### src/rtl/sonar_scan_scheduler_if.sv
// rtl/sonar_scan_scheduler_if.sv - sensor pins and measurement bus of the sonar scan scheduler
interface sonar_scan_scheduler_if #(
  parameter int N_SENS = 3,
  parameter int CNT_W  = 24
);
  logic              enable;
  logic [N_SENS-1:0] echo;
  logic [N_SENS-1:0] trigger;
  logic [2:0]        active_idx;
  logic              dist_valid;
  logic [2:0]        dist_idx;
  logic [CNT_W-1:0]  dist_count;
  logic              timeout;
  logic [N_SENS-1:0] near;

  modport master (
    input  enable, echo,
    output trigger, active_idx, dist_valid, dist_idx, dist_count, timeout, near
  );

  modport slave (
    output enable, echo,
    input  trigger, active_idx, dist_valid, dist_idx, dist_count, timeout, near
  );
endinterface

### src/rtl/sonar_scan_scheduler.sv
// rtl/sonar_scan_scheduler.sv - slot-multiplexed ultrasonic ranging scheduler with per-sensor near flags
// Optional near hysteresis (release above FAR_THR) is enabled by defining SONAR_NEAR_HYST_EN.
module sonar_scan_scheduler #(
  parameter int N_SENS      = 3,
  parameter int CNT_W       = 24,
  parameter int TRIG_CYC    = 500,
  parameter int SLOT_CYC    = 3000000,
  parameter int RISE_TO_CYC = 50000,
  parameter int MAX_ECHO    = 1450000,
  parameter int NEAR_THR    = 1044,
  parameter int FAR_THR     = 1500
) (
  input  logic                  clk,
  input  logic                  rst_n,
  sonar_scan_scheduler_if.master bus
);

  localparam logic [CNT_W-1:0]  TRIG_LAST = CNT_W'(TRIG_CYC - 1);
  localparam logic [CNT_W-1:0]  SLOT_LAST = CNT_W'(SLOT_CYC - 1);
  localparam logic [CNT_W-1:0]  RISE_LAST = CNT_W'(RISE_TO_CYC - 1);
  localparam logic [CNT_W-1:0]  MAX_CNT   = CNT_W'(MAX_ECHO);
  localparam logic [CNT_W-1:0]  NEAR_LVL  = CNT_W'(NEAR_THR);
`ifdef SONAR_NEAR_HYST_EN
  localparam logic [CNT_W-1:0]  FAR_LVL   = CNT_W'(FAR_THR);
`endif
  localparam logic [N_SENS-1:0] ONE_HOT0  = N_SENS'(1);
  localparam logic [2:0]        LAST_IDX  = 3'(N_SENS - 1);

  typedef enum logic [2:0] {IDLE, TRIG, WAIT_RISE, MEAS, HOLD} state_t;

  state_t            state;
  logic [N_SENS-1:0] echo_m;
  logic [N_SENS-1:0] echo_s;
  logic              echo_prev;
  logic [CNT_W-1:0]  slot_cnt;
  logic [CNT_W-1:0]  phase_cnt;
  logic [7:0]        echo_pad;
  logic              echo_sel;
  logic              echo_rise;
  logic [2:0]        next_idx;

  always_comb begin
    echo_pad  = 8'(echo_s);
    echo_sel  = echo_pad[bus.active_idx];
    echo_rise = echo_sel & ~echo_prev;
    next_idx  = (bus.active_idx == LAST_IDX) ? 3'd0 : bus.active_idx + 3'd1;
  end

  always_ff @(posedge clk) begin
    if (!rst_n) begin
      state          <= IDLE;
      echo_m         <= '0;
      echo_s         <= '0;
      echo_prev      <= 1'b0;
      slot_cnt       <= '0;
      phase_cnt      <= '0;
      bus.trigger    <= '0;
      bus.active_idx <= '0;
      bus.dist_valid <= 1'b0;
      bus.dist_idx   <= '0;
      bus.dist_count <= '0;
      bus.timeout    <= 1'b0;
      bus.near       <= '0;
    end else begin
      echo_m         <= bus.echo;
      echo_s         <= echo_m;
      echo_prev      <= echo_sel;
      bus.dist_valid <= 1'b0;
      bus.timeout    <= 1'b0;

      if (state != IDLE) begin
        slot_cnt <= slot_cnt + CNT_W'(1);
      end

      // Near flags follow the measurement one cycle after it is published.
      if (bus.dist_valid) begin
        for (int i = 0; i < N_SENS; i++) begin
          if (bus.dist_idx == 3'(i)) begin
`ifdef SONAR_NEAR_HYST_EN
            if (bus.timeout || (bus.dist_count > FAR_LVL)) begin
              bus.near[i] <= 1'b0;
            end else if (bus.dist_count < NEAR_LVL) begin
              bus.near[i] <= 1'b1;
            end
`else
            bus.near[i] <= ~bus.timeout & (bus.dist_count < NEAR_LVL);
`endif
          end
        end
      end

      case (state)
        IDLE: begin
          if (bus.enable) begin
            state       <= TRIG;
            slot_cnt    <= '0;
            bus.trigger <= ONE_HOT0 << bus.active_idx;
          end
        end
        TRIG: begin
          if (slot_cnt == TRIG_LAST) begin
            bus.trigger <= '0;
            phase_cnt   <= '0;
            state       <= WAIT_RISE;
          end
        end
        WAIT_RISE: begin
          if (echo_rise) begin
            // The rise cycle itself is the first high cycle of the echo.
            phase_cnt <= CNT_W'(1);
            state     <= MEAS;
          end else if (phase_cnt == RISE_LAST) begin
            bus.dist_valid <= 1'b1;
            bus.timeout    <= 1'b1;
            bus.dist_idx   <= bus.active_idx;
            bus.dist_count <= MAX_CNT;
            state          <= HOLD;
          end else begin
            phase_cnt <= phase_cnt + CNT_W'(1);
          end
        end
        MEAS: begin
          if (!echo_sel || (phase_cnt == MAX_CNT)) begin
            bus.dist_valid <= 1'b1;
            bus.dist_idx   <= bus.active_idx;
            bus.dist_count <= phase_cnt;
            state          <= HOLD;
          end else begin
            phase_cnt <= phase_cnt + CNT_W'(1);
          end
        end
        HOLD: begin
          if (slot_cnt == SLOT_LAST) begin
            bus.active_idx <= next_idx;
            if (bus.enable) begin
              state       <= TRIG;
              slot_cnt    <= '0;
              bus.trigger <= ONE_HOT0 << next_idx;
            end else begin
              state <= IDLE;
            end
          end
        end
        default: state <= IDLE;
      endcase
    end
  end

endmodule
### src/flat_wrapper.sv
// flat-port wrapper written by rule: the top's interface ports become plain ports
module sonar_scan_scheduler_flat 
#(
  parameter int N_SENS      = 3,
  parameter int CNT_W       = 24,
  parameter int TRIG_CYC    = 500,
  parameter int SLOT_CYC    = 3000000,
  parameter int RISE_TO_CYC = 50000,
  parameter int MAX_ECHO    = 1450000,
  parameter int NEAR_THR    = 1044,
  parameter int FAR_THR     = 1500
)
  (clk, rst_n, bus_enable, bus_echo, bus_trigger, bus_active_idx, bus_dist_valid, bus_dist_idx, bus_dist_count, bus_timeout, bus_near);
  sonar_scan_scheduler_if #(.N_SENS(N_SENS), .CNT_W(CNT_W)) bus_i ();
  input  logic clk;
  input  logic rst_n;
  input wire logic [$bits(bus_i.enable)-1:0] bus_enable;
  input wire logic [$bits(bus_i.echo)-1:0] bus_echo;
  output wire logic [$bits(bus_i.trigger)-1:0] bus_trigger;
  output wire logic [$bits(bus_i.active_idx)-1:0] bus_active_idx;
  output wire logic [$bits(bus_i.dist_valid)-1:0] bus_dist_valid;
  output wire logic [$bits(bus_i.dist_idx)-1:0] bus_dist_idx;
  output wire logic [$bits(bus_i.dist_count)-1:0] bus_dist_count;
  output wire logic [$bits(bus_i.timeout)-1:0] bus_timeout;
  output wire logic [$bits(bus_i.near)-1:0] bus_near;
  assign bus_i.enable = bus_enable;
  assign bus_i.echo = bus_echo;
  assign bus_trigger = bus_i.trigger;
  assign bus_active_idx = bus_i.active_idx;
  assign bus_dist_valid = bus_i.dist_valid;
  assign bus_dist_idx = bus_i.dist_idx;
  assign bus_dist_count = bus_i.dist_count;
  assign bus_timeout = bus_i.timeout;
  assign bus_near = bus_i.near;
  sonar_scan_scheduler #(.N_SENS(N_SENS), .CNT_W(CNT_W), .TRIG_CYC(TRIG_CYC), .SLOT_CYC(SLOT_CYC), .RISE_TO_CYC(RISE_TO_CYC), .MAX_ECHO(MAX_ECHO), .NEAR_THR(NEAR_THR), .FAR_THR(FAR_THR)) u_core (.clk(clk), .rst_n(rst_n), .bus(bus_i));
endmodule
### config.mk
export PLATFORM = sky130hd
export DESIGN_NAME = sonar_scan_scheduler_flat
export DESIGN_NICKNAME = d
export VERILOG_FILES = /design/src/rtl/sonar_scan_scheduler_if.sv /design/src/rtl/sonar_scan_scheduler.sv /design/src/flat_wrapper.sv
export SDC_FILE = /design/constraint.sdc
export NUM_CORES = 1
export LEC_CHECK = 0
export BUFFER_PORTS_ARGS = -buffer_cell sky130_fd_sc_hd__buf_2
export CAP_MARGIN = 0
export CORE_UTILIZATION = 55
export CTS_CLUSTER_DIAMETER = 100
export DETAILED_ROUTE_END_ITERATION = 10
export PLACE_DENSITY_LB_ADDON = 0.25
export RECOVER_POWER = 100
export SYNTH_ARGS = -nofsm -noshare
export SYNTH_HDL_FRONTEND = slang
export SYNTH_SLANG_ARGS = --single-unit
### constraint.sdc
create_clock -name clk -period 2.31 [get_ports clk]
set_input_delay 0.231 -clock clk [delete_from_list [all_inputs] [get_ports clk]]
set_output_delay 0.231 -clock clk [all_outputs]
set_load 0.02 [all_outputs]
# After elaboration in Yosys (flattened, before gate mapping)
# Index checks and enable logic that the tools add are counted.
# word_totals
register_bits	96
out_inout_bits	38
# op_classes
shift	2
eq_ne	21
muxes	37
n_reduce_logical	17
addsub	3
bitwise_logic	4
order_cmp	2
# op_table
op	n
24-bit two-way mux	10
24-bit one-hot mux with 2 select lines	2
24-bit one-hot mux with 3 select lines	1
24-bit by 1-bit adder with 24-bit output, second input constant	2
3-bit two-way mux	14
24-bit by 16-bit == test with 1-bit output, second input constant	1
24-bit by 21-bit == test with 1-bit output, second input constant	1
24-bit by 22-bit == test with 1-bit output, second input constant	1
24-bit by 9-bit == test with 1-bit output, second input constant	1
24-bit by 11-bit < comparator with 1-bit output, second input constant	1
3-bit one-hot mux with 5 select lines	1
3-bit by 2-bit == test with 1-bit output, second input constant	4
2-bit AND reduction	5
5-bit AND reduction	2
3-bit one-hot mux with 3 select lines	1
3-bit nonzero test	3
2-bit by 1-bit inequality test with 1-bit output, second input constant	4
2-bit inequality test, second input constant	4
4-bit AND reduction	2
3-bit by 1-bit == test with 1-bit output, second input constant	2
3-bit zero test	2
3-bit one-hot mux with 2 select lines	1
1-bit by 3-bit << shifter with 3-bit output, first input constant	2
1-bit two-way mux	5
other kinds (12)	14

# Logic depth before layout (Yosys ltp)
# Gate-level depths: netlist of run 1.
# depth
word_depth	6
depth_mapped	10
ltp_nobuf	9

# Worst setup path after synthesis of run 1
# No wires, ideal clock.
# synth_timing
path_type	reg-to-reg
from	register u_core.bus.active_idx[1]
to	register u_core.phase_cnt[16]
t_arrival_ns	2.103
n_path_buf	0
stages_incl_launch_ff	8
setup_slack_ns	0.147
synth_period_minus_slack_ns	2.163
setup_time_ns	0.059
cell_sequence	dfxtp_1 mux2_1 a21oi_2 nor2_1 a22oi_2 nand2_1 or4_1 nand2_1
# synth_between
elab_chain_len	6
# synth_lines
element	line_no	rtl
start: declaration	sonar_scan_scheduler_if.sv:18	output trigger, active_idx, dist_valid, dist_idx, dist_count, timeout, near
start signal: assignment	sonar_scan_scheduler.sv:134	bus.active_idx <= next_idx;
1-bit binary-select mux with 3-bit select *	sonar_scan_scheduler.sv:44	echo_sel = echo_pad[bus.active_idx];
1-bit two-way mux (implied by the code) *	sonar_scan_scheduler.sv:44	
1-bit zero test	sonar_scan_scheduler.sv:123	if (!echo_sel || (phase_cnt == MAX_CNT)) begin
1-bit logical OR	sonar_scan_scheduler.sv:123	
2-bit inequality test (no source line)	n/a	
4-bit AND reduction (no source line)	n/a	
end signal: assignment	sonar_scan_scheduler.sv:119	phase_cnt <= phase_cnt + CNT_W'(1);
end signal: assignment	sonar_scan_scheduler.sv:129	phase_cnt <= phase_cnt + CNT_W'(1);
end: declaration	sonar_scan_scheduler.sv:36	logic [CNT_W-1:0] phase_cnt;
# Every way passes the cells marked *; elsewhere a longest branch is shown, timed or not. The select of a mux whose other input is x is not followed.
# A chain may end at the register's enable or synchronous reset.

# Worst setup path after layout of run 1
# layout_timing
from	register u_core.phase_cnt[6]
to	register u_core.phase_cnt[9]
# layout_between
elab_chain_len	4
# layout_lines
element	line_no
24-bit by 1-bit adder with 24-bit output / 24-bit by 21-bit == test with 1-bit output (equally long branches)	sonar_scan_scheduler.sv:119, sonar_scan_scheduler.sv:129, sonar_scan_scheduler.sv:123
24-bit two-way mux / 1-bit logical OR (equally long branches)	sonar_scan_scheduler.sv:112, sonar_scan_scheduler.sv:123
24-bit two-way mux / 2-bit inequality test (equally long branches)	n/a
24-bit one-hot mux with 3 select lines / 4-bit AND reduction (equally long branches)	n/a
# Several ways; a longest one is shown, not always the timed one. The select of a mux whose other input is x is not followed.

==> results.cfg, run 1 <==
[detailed_routing]
avgRoutedWirePerCell_um = 16.14
drc = 0
ant_nets = 0
vias = 4256
drtPass1Iterations = 5
drt_first_iter_violations = 567
viasPerCell = 5.936
drt-total-wl_mm = 11.57

[yosys]
yosys.cell_count.top_type = dfxtp_1
synth-seq-cells = 96
synthCells = 535
synth_seq_area_share_pct = 42.71
yosys.area.top_type_share_pct = 42.71
yosysTopAreaCell = dfxtp_1
synth.area.top_cells = dfxtp_1, nor2_1, xor2_1
ys_types = 57
synth_commonest_cells = dfxtp_1, nor2_1, nand2_1
syn_avg_cell_area_sq_um = 8.410
netlist_area_sq_um = 4499
synth-edff-count = 0
syn_nets = 544
ys_warn_count = 0
async_flop_share_pct = 0
synth_ff_type = dfxtp_1

[timing]
report.final.slew_viol_count = 0
fin_skew_ns = 0.01705
fin_crit_sh_pct = 98.50
layout_setup_ws_ns = 0.03476
fin_crit_ns = 2.275
tightest_slew_ns = 0.5056
timing.fmax_ghz = 0.4395
hold_viol = 0
slew_headroom_pct = 66.07
setup_violations = 0
finalSetupTns_ns = 0

[pwr]
p_per_area_nw_per_um2 = 532.6
p_leak_nw = 1.892
irDropWorstVdd_mv = 0.4058

[layout]
register_area_sq_um = 1929
area_delta_synth_final_pct = 18.21
nFillCells = 673
nets = 619
drive_above_1_share_pct = 16.59
multiInputGateArea_sq_um = 2496
num_antenna_cells = 0

[floorplan]
rows = 32
io_pins = 44
fp.dieW_um = 92.45
core_area_sq_um = 7807
die_h_um = 92.45
die-area_sq_um = 8546
start_util_pct = 57.63

[status]
outcome = completed

[global_routing]
grt_pass1_vias = 3904
grtUsageTotal_pct = 27.47
gr-total-overflow = 0
antenna_found_initial = 0
grt_max_degree = 32
grt_pass1_wl_mm = 18.75

[hold_path]
hp-class = in2reg
hold_path_depth = 2

[place]
pre_cts_ws_ns = -0.1094
port_buffers = 43
place_congestion = 0.9711
hpwl_mm = 7.974

[critical_path]
critical_path_class = reg2reg
worstPathArrival_ns = 2.53
reg2reg_depth = 8
path_max_fanout = 5
critPathLaunchType = flop
cp-end-kind = flop
cp.required_ns = 2.57

[clock_network]
path_clk_slew_ns = 0.11
cts_buffers = 9
cts.sinks = 96
root_buffer = clkbuf_8
htree_levels = 3
cts_tree = done
clock_path_buffers = 2
clkLatencyLatePin_ns = 0.37

[job]
cap_violations = 0
-- flip-flops by register name (all words and copies together), names as in the netlist --
name / cells
u_core.bus.dist_valid: 1
u_core.echo_m: 3
u_core.bus.dist_count: 24
u_core.bus.active_idx: 3
u_core.bus.trigger: 3
u_core.bus.near: 3
u_core.bus.timeout: 1
u_core.phase_cnt: 24
u_core.bus.dist_idx: 3
u_core.slot_cnt: 24
u_core.echo_s: 3
u_core.echo_prev: 1
u_core.state: 3
-- stage by stage --
| step | util (%) | hold slack, ns | cell area (sq um) | instances | power, W |
|---|---|---|---|---|---|
| 2_1_floorplan | - | 0.3583 | 4499 | 535 | 0.001785 |
| 5_1_grt | 68.13 | 0.05308 | 5319 | 717 | 0.002932 |
| 4_1_cts | 66.70 | 0.04885 | 5207 | 709 | 0.002835 |
| 3_5_place_dp | 64.02 | 0.4193 | 4999 | 689 | 0.001820 |
| 3_3_place_gp | 64.02 | 0.4151 | 4999 | 689 | 0.001816 |
| 6_report | 68.13 | 0.05490 | 5319 | 717 | 0.002833 |
-- final cells by class --
type	count	share of cell area [%]
multi-input combinational	400	46.93
sequential	96	36.27
timing repair buffer	92	10.26
clock buffer	10	2.399
tap	102	2.399
clock inverter	6	0.9645
inverter	11	0.7763
-- worst max-delay path: stages (launching register included) --
cell,delay (ns)
dfxtp_1,0.44
or4b_4,0.52
nor4_4,0.30
buf_6,0.17
o22ai_4,0.12
buf_4,0.19
o2111ai_1,0.21
xor2_1,0.16
nor2_1,0.05
-- cells by family (layout without fill, tap and decap cells) --
group | after synthesis | after routing | synth area share, %
AO/OA/AOI/OAI | 77 | 78 | 12.12
XOR/XNOR | 43 | 43 | 8.370
adder cells (fa/ha/maj) | 3 | 3 | 0.8343
buffers and inverters | 40 | 119 | 4.171
flip-flops | 96 | 96 | 42.71
multiplexers | 8 | 8 | 1.808
AND/OR/NAND/NOR | 268 | 268 | 29.98
-- path summary, 6_finish.rpt --
check	slack (ns)	end	from
worst max-delay path	0.03	u_core.phase_cnt[9]	u_core.phase_cnt[6]
worst min-delay path	0.05	u_core.echo_m[2]	bus_echo[2]
worst max register to register	0.03	u_core.phase_cnt[9]	u_core.phase_cnt[6]
worst min register to register	0.44	u_core.echo_s[2]	u_core.echo_m[2]
-- power by group --
group	internal, W	switching (W)
combinational	0.0000403	0.0000738
sequential	0.00167	0.00000714
clock	0.000408	0.000639
-- cells in the final DEF, fill, tap and decap left out, drive strengths merged, types with 2 or more instances in the layout --
master   netlist  final
o2111ai        7      7
nor2          87     87
o211ai         3      3
a21oi         36     36
nand2         52     52
xnor2         17     17
nor4b          4      4
a22o           2      2
buf           11     53
or3            3      3
nand2b         4      4
a22oi          5      5
nand3         40     40
inv           10     13
clkinv         1      3
a2111oi        3      3
o22ai          1      2
and2           8      8
and4           2      2
or4            4      4
nor3          21     21
mux2i          7      7
nor2b          2      2
xor2          26     26
nand4         13     13
clkbuf        18     49
and3          12     12
o21ai         14     14
o31ai          2      2
ha             3      3
dfxtp         96     96
nor4          10     10
-- timing repair --
item,4_1_cts,5_1_grt
setup endpoints to repair,9,77
gates resized for setup,0,20
gates cloned,0,1
hold buffers,0,0
buffers inserted,4,7
pin swaps,2,7
-- layer usage --
layer	wire [um]	vias to the layer above	global-route usage, %
met4	359	0	11.98
li1	-	2017	-
met1	5078	2027	35.45
met2	5412	177	45.25
met5	0	-	0
met3	723	35	4.433
No activity file was read; power rests on OpenSTA's default activity.
==> run 2: changes to the inputs <==
--- a/config.mk
+++ b/config.mk
@@ -12,6 +12,7 @@
 export DETAILED_ROUTE_END_ITERATION = 10
 export PLACE_DENSITY_LB_ADDON = 0.25
 export RECOVER_POWER = 100
+export SETUP_SLACK_MARGIN = 0.4
 export SYNTH_ARGS = -nofsm -noshare
 export SYNTH_HDL_FRONTEND = slang
 export SYNTH_SLANG_ARGS = --single-unit
==> run 2 against run 1 <==
Compared with the run above: die area did not move; largest power group unchanged; critical path depth rose by 1; setup slack gained 0.038 ns; via count rose by 6.6%; register-to-register slack better by 0.04 ns; largest cell class unchanged; combinational power grew 45%; global-route usage rose by 0.69 points; highest routed layer unchanged; sequential cell count stayed put; sequential power is essentially flat; critical endpoint is now u_core.phase_cnt[18].
==> results.cfg, run 2 (same netlist as run 1, synthesis figures left out) <==
[clock_network]
clkLatencyLatePin_ns = 0.37
path_clk_slew_ns = 0.10
clock_path_buffers = 2
cts_tree = done
cts.sinks = 96
root_buffer = clkbuf_8
htree_levels = 3
cts_buffers = 9

[timing]
fin_skew_ns = 0.008574
tightest_slew_ns = 0.7562
timing.fmax_ghz = 0.4471
setup_violations = 0
hold_viol = 0
slew_headroom_pct = 49.58
rsz0062_at_grt = yes
fin_crit_sh_pct = 96.83
fin_crit_ns = 2.237
report.final.slew_viol_count = 0
layout_setup_ws_ns = 0.07317

[layout]
register_area_sq_um = 1972
reg_top3 = u_core.bus.dist_count x24, u_core.phase_cnt x24, u_core.slot_cnt x24
nFillCells = 529
multiInputGateArea_sq_um = 2892
num_antenna_cells = 0
drive_above_1_share_pct = 31.50
area_delta_synth_final_pct = 32.76
nets = 639
finalNonFillerCells = 737
final_common_cell = dfxtp_1
final_cell_mix = dfxtp_1, nor2_1, buf_4

[critical_path]
critPathLaunchType = flop
cp_num_buf_inv = 2
critical_path_class = reg2reg
cp.required_ns = 2.56
crit_path_top_delay_cell = dfxtp_2
worstSetupStartpoint = u_core.phase_cnt[15]
critPathMaxStageDelay_ns = 0.34
path_delay_family = simple AND/OR/NAND/NOR gates
worstPathArrival_ns = 2.49
rr_startpoint = u_core.phase_cnt[15]
cp-end-kind = flop
path_max_fanout = 5
path_cells = buf_4, nor4b_1, nand4_1, o21bai_4, o22ai_4, clkbuf_2, o2111ai_2, xor2_1, nor2_1

[status]
outcome = completed

[place]
hpwl_mm = 8.050
dp.cells = 690
pre_cts_ws_ns = -0.1029
place_congestion = 0.9042
port_buffers = 43

[detailed_routing]
vias = 4537
viasPerCell = 6.156
drt-total-wl_mm = 13.89
ant_nets = 0
drc = 0
drtPass1Iterations = 5
avgRoutedWirePerCell_um = 18.84
drt_first_iter_violations = 314

[global_routing]
grt_pass1_wl_mm = 19.11
grtUsageTotal_pct = 28.16
grt_max_degree = 36
antenna_found_initial = 0
gr-total-overflow = 0
grt_pass1_vias = 4046

[floorplan]
rows = 32
fp.dieW_um = 92.45
io_pins = 44
start_util_pct = 57.63
core_area_sq_um = 7807
die_h_um = 92.45
die-area_sq_um = 8546

[pwr]
power_frac_clock_pct = 36.4
irDropWorstVdd_mv = 0.3418
p_int_w = 0.002146
sw_frac_of_total_pct = 25.44
p_per_area_nw_per_um2 = 481.9
p_seq_share_pct = 57.9
pwr-share-comb_pct = 5.7
power_switching_w = 0.0007324
p_leak_nw = 2.081

[hold_path]
hp-class = in2reg
holdCritStartpoint = bus_echo[2]

[job]
cap_violations = 0
## run 2: metal layers
layer  track usage, %  wire, um
met4            11.98       512
met1            35.11      5321
met3            4.351       998
met5                0         0
met2            48.09      7055
## run 2: power groups by stage
stage	logic (W)	registers [W]	clock network, W
CTS	0.000124	0.00167	0.00105
global placement	0.000112	0.00171	0
detailed placement	0.000114	0.00171	0
finish	0.000165	0.00167	0.00105
global route	0.000176	0.00167	0.00111
floorplan	0.0000817	0.00171	0
## run 2: area by class of cell
| cell class | count | share of cell area [%] |
|---|---|---|
| Multi-Input combinational cell | 399 | 48.41 |
| Sequential cell | 96 | 33.01 |
| Timing Repair Buffer | 113 | 12.71 |
| Clock buffer | 11 | 2.367 |
| Tap cell | 102 | 2.137 |
| Inverter | 11 | 0.6912 |
| Clock inverter | 5 | 0.6703 |
## run 2: worst paths after layout
check / endpoint / depth (start not counted) / slack, ns
max: u_core.phase_cnt[18] / 9 / 0.07
min: u_core.echo_m[2] / 2 / 0.07
max reg2reg: u_core.phase_cnt[18] / 9 / 0.07
min reg2reg: u_core.echo_s[0] / 1 / 0.45
## run 2: timing repair
action / in CTS / in global routing
gates resized for setup: 37 / 110
hold endpoints to repair: 0 / 0
pin swaps: 27 / 73
buffers inserted: 14 / 12
gates cloned: 1 / 4
hold buffers: 0 / 0
endpoints found under the setup margin: 85 / 85
## run 2: per-stage QoR
stage	cell area [sq um]	power, W	utilization (%)	hold WS (ns)	TNS [ns]
detailed placement	5084	0.001826	65.11	0.4252	-0.5339
global placement	5084	0.001823	65.11	0.4161	-0.04864
global route	5973	0.002954	76.51	0.06481	-0.01547
CTS	5539	0.002846	70.95	0.06178	0
floorplan	4606	0.001789	-	0.3583	0
finish	5973	0.002879	76.51	0.06644	0
==> run 3: changes to the inputs <==
--- a/config.mk
+++ b/config.mk
@@ -7,9 +7,11 @@
 export LEC_CHECK = 0
 export BUFFER_PORTS_ARGS = -buffer_cell sky130_fd_sc_hd__buf_2
 export CAP_MARGIN = 0
+export CORE_MARGIN = 10
 export CORE_UTILIZATION = 55
 export CTS_CLUSTER_DIAMETER = 100
 export DETAILED_ROUTE_END_ITERATION = 10
+export MAX_ROUTING_LAYER = met4
 export PLACE_DENSITY_LB_ADDON = 0.25
 export RECOVER_POWER = 100
 export SETUP_SLACK_MARGIN = 0.4
==> run 3 against run 2 <==
Compared with the run above: worst hold slack worse by 0.0090 ns; critical path depth down 2; setup slack better by 0.0020 ns; die area up 43%; final area up 2.6%; global-route usage down 8.0 points; core utilization up 1.6 points; cell count up 0.41%; sequential share of layout area down 1.1 points; first-iteration DRC count up 12%; combinational power up 9.7%; sequential cell count unchanged; largest cell class unchanged.
==> results.cfg, run 3 (same netlist as run 1, synthesis figures left out) <==
[status]
outcome = completed

[floorplan]
die-area_sq_um = 12200
start_util_pct = 57.33
core_area_sq_um = 7848
rows = 32
die_h_um = 110.4
fp.dieW_um = 110.4
io_pins = 44

[clock_network]
htree_levels = 3
clock_path_buffers = 2
cts_buffers = 9
holdBufCountCts = 0
cts_tree = done
root_buffer = clkbuf_8
path_clk_slew_ns = 0.11
clkLatencyLatePin_ns = 0.38
cts.sinks = 96

[layout]
final_common_cell = dfxtp_1
drive_above_1_share_pct = 33.70
nets = 642
final_cell_mix = dfxtp_1, nor2_1, buf_4
multiInputGateArea_sq_um = 2935
num_antenna_cells = 0
reg_top3 = u_core.bus.dist_count x24, u_core.phase_cnt x24, u_core.slot_cnt x24
register_area_sq_um = 1956
area_delta_synth_final_pct = 36.18
nFillCells = 526
finalNonFillerCells = 740

[critical_path]
crit_path_top_delay_cell = nor4b_2
r2r_slack_ns = 0.08
worstPathArrival_ns = 2.51
critPathLaunchType = flop
path_max_fanout = 6
critical_path_class = reg2reg
critPathMaxStageDelay_ns = 0.45
cp-end-kind = flop
cp.required_ns = 2.59
worstReg2RegEnd = u_core.phase_cnt[11]
path_cells = nor4b_2, nand2_1, nor3_4, a22oi_2, a2111oi_4, xnor2_1, nor2_1
rr_startpoint = u_core.slot_cnt[9]
reg2reg_depth = 7

[detailed_routing]
drtPass1Iterations = 5
ant_nets = 0
viasPerCell = 6.004
drc = 0
vias = 4443
drt-total-wl_mm = 14.15
avgRoutedWirePerCell_um = 19.12
drt_first_iter_violations = 351

[timing]
fin_crit_ns = 2.235
fin_skew_ns = 0.01109
hold_viol = 0
tightest_slew_ns = 0.7421
setup_violations = 0
slew_headroom_pct = 50.53
report.final.slew_viol_count = 0
timing.fmax_ghz = 0.4475
fin_crit_sh_pct = 96.74
rsz0062_at_grt = yes
finalSetupTns_ns = 0

[hold_path]
holdCritStartpoint = bus_echo[0]
hold_path_depth = 2
hp-class = in2reg
timing.hold.worst_endpoint = u_core.echo_m[0]

[global_routing]
grt_pass1_vias = 4069
grt_max_degree = 32
grt_pass1_wl_mm = 20.45
gr-total-overflow = 0
antenna_found_initial = 0
grtUsageTotal_pct = 20.16

[pwr]
p_per_area_nw_per_um2 = 495.8
irDropWorstVdd_mv = 0.3986
p_leak_nw = 2.118

[job]
cap_violations = 0

[place]
hpwl_mm = 8.535
port_buffers = 43
place_congestion = 1.006
dp.cells = 688
[run 3: timing repair]
action,in CTS,in global routing
endpoints found under the setup margin,84,84
buffers inserted,22,9
resized for setup,55,73
cloned,1,4
pin swaps,31,51
[run 3: worst max path at each step]
stage / startpoint / cells after the start / slack [ns] / end
finish: u_core.slot_cnt[9] / 7 / 0.08 / u_core.phase_cnt[11]
global route: u_core.bus.active_idx[1] / 7 / 0.01 / u_core.phase_cnt[16]
CTS: u_core.phase_cnt[18] / 8 / 0.18 / u_core.phase_cnt[10]
detailed placement: u_core.phase_cnt[22] / 8 / 0.04 / u_core.phase_cnt[10]
global placement: u_core.slot_cnt[0] / 8 / 0.11 / u_core.bus.trigger[2]
floorplan: u_core.bus.active_idx[2] / 8 / 0.29 / u_core.phase_cnt[22]
[run 3: critical path: cells and delay by family, from the launching register on]
kind / cells / cell delay [ns]
AND/OR/NAND/NOR: 4 / 0.98
AO/OA/AOI/OAI: 2 / 0.59
flip-flops: 1 / 0.40
XOR/XNOR: 1 / 0.17
[run 3: power by group]
group          internal, W  switching, W  total [W]
combinational    0.0000717      0.000109   0.000181
sequential         0.00166    0.00000792    0.00167
clock             0.000524      0.000665    0.00119
total              0.00226      0.000782    0.00304
[run 3: layout make-up]
| class | instances | area share (%) |
|---|---|---|
| Multi-Input combinational cell | 399 | 47.91 |
| Sequential cell | 96 | 31.92 |
| Timing Repair Buffer | 116 | 14.01 |
| Tap cell | 102 | 2.083 |
| Clock buffer | 9 | 2.022 |
| Clock inverter | 7 | 1.389 |
| Inverter | 11 | 0.6739 |
[run 3: layer usage]
layer  track usage, %  part of all wire [%]
met1            24.09                    39
met2            33.49                    50
met3            2.917                   6.5
met4            7.686                   4.0
met5                -                     0
[run 3: metrics by stage]
stage               power, W  hold slack [ns]  utilization [%]  instance area (sq um)  worst slack (ns)
finish              0.003038          0.05739            78.08                   6127           0.07519
global route        0.003125          0.06954            78.08                   6127           0.01082
CTS                 0.002991          0.05384            72.96                   5725            0.1842
detailed placement  0.001826           0.4186            65.07                   5106           0.04006
global placement    0.001823           0.4145            65.07                   5106            0.1147
floorplan           0.001789           0.3583                -                   4606            0.2922
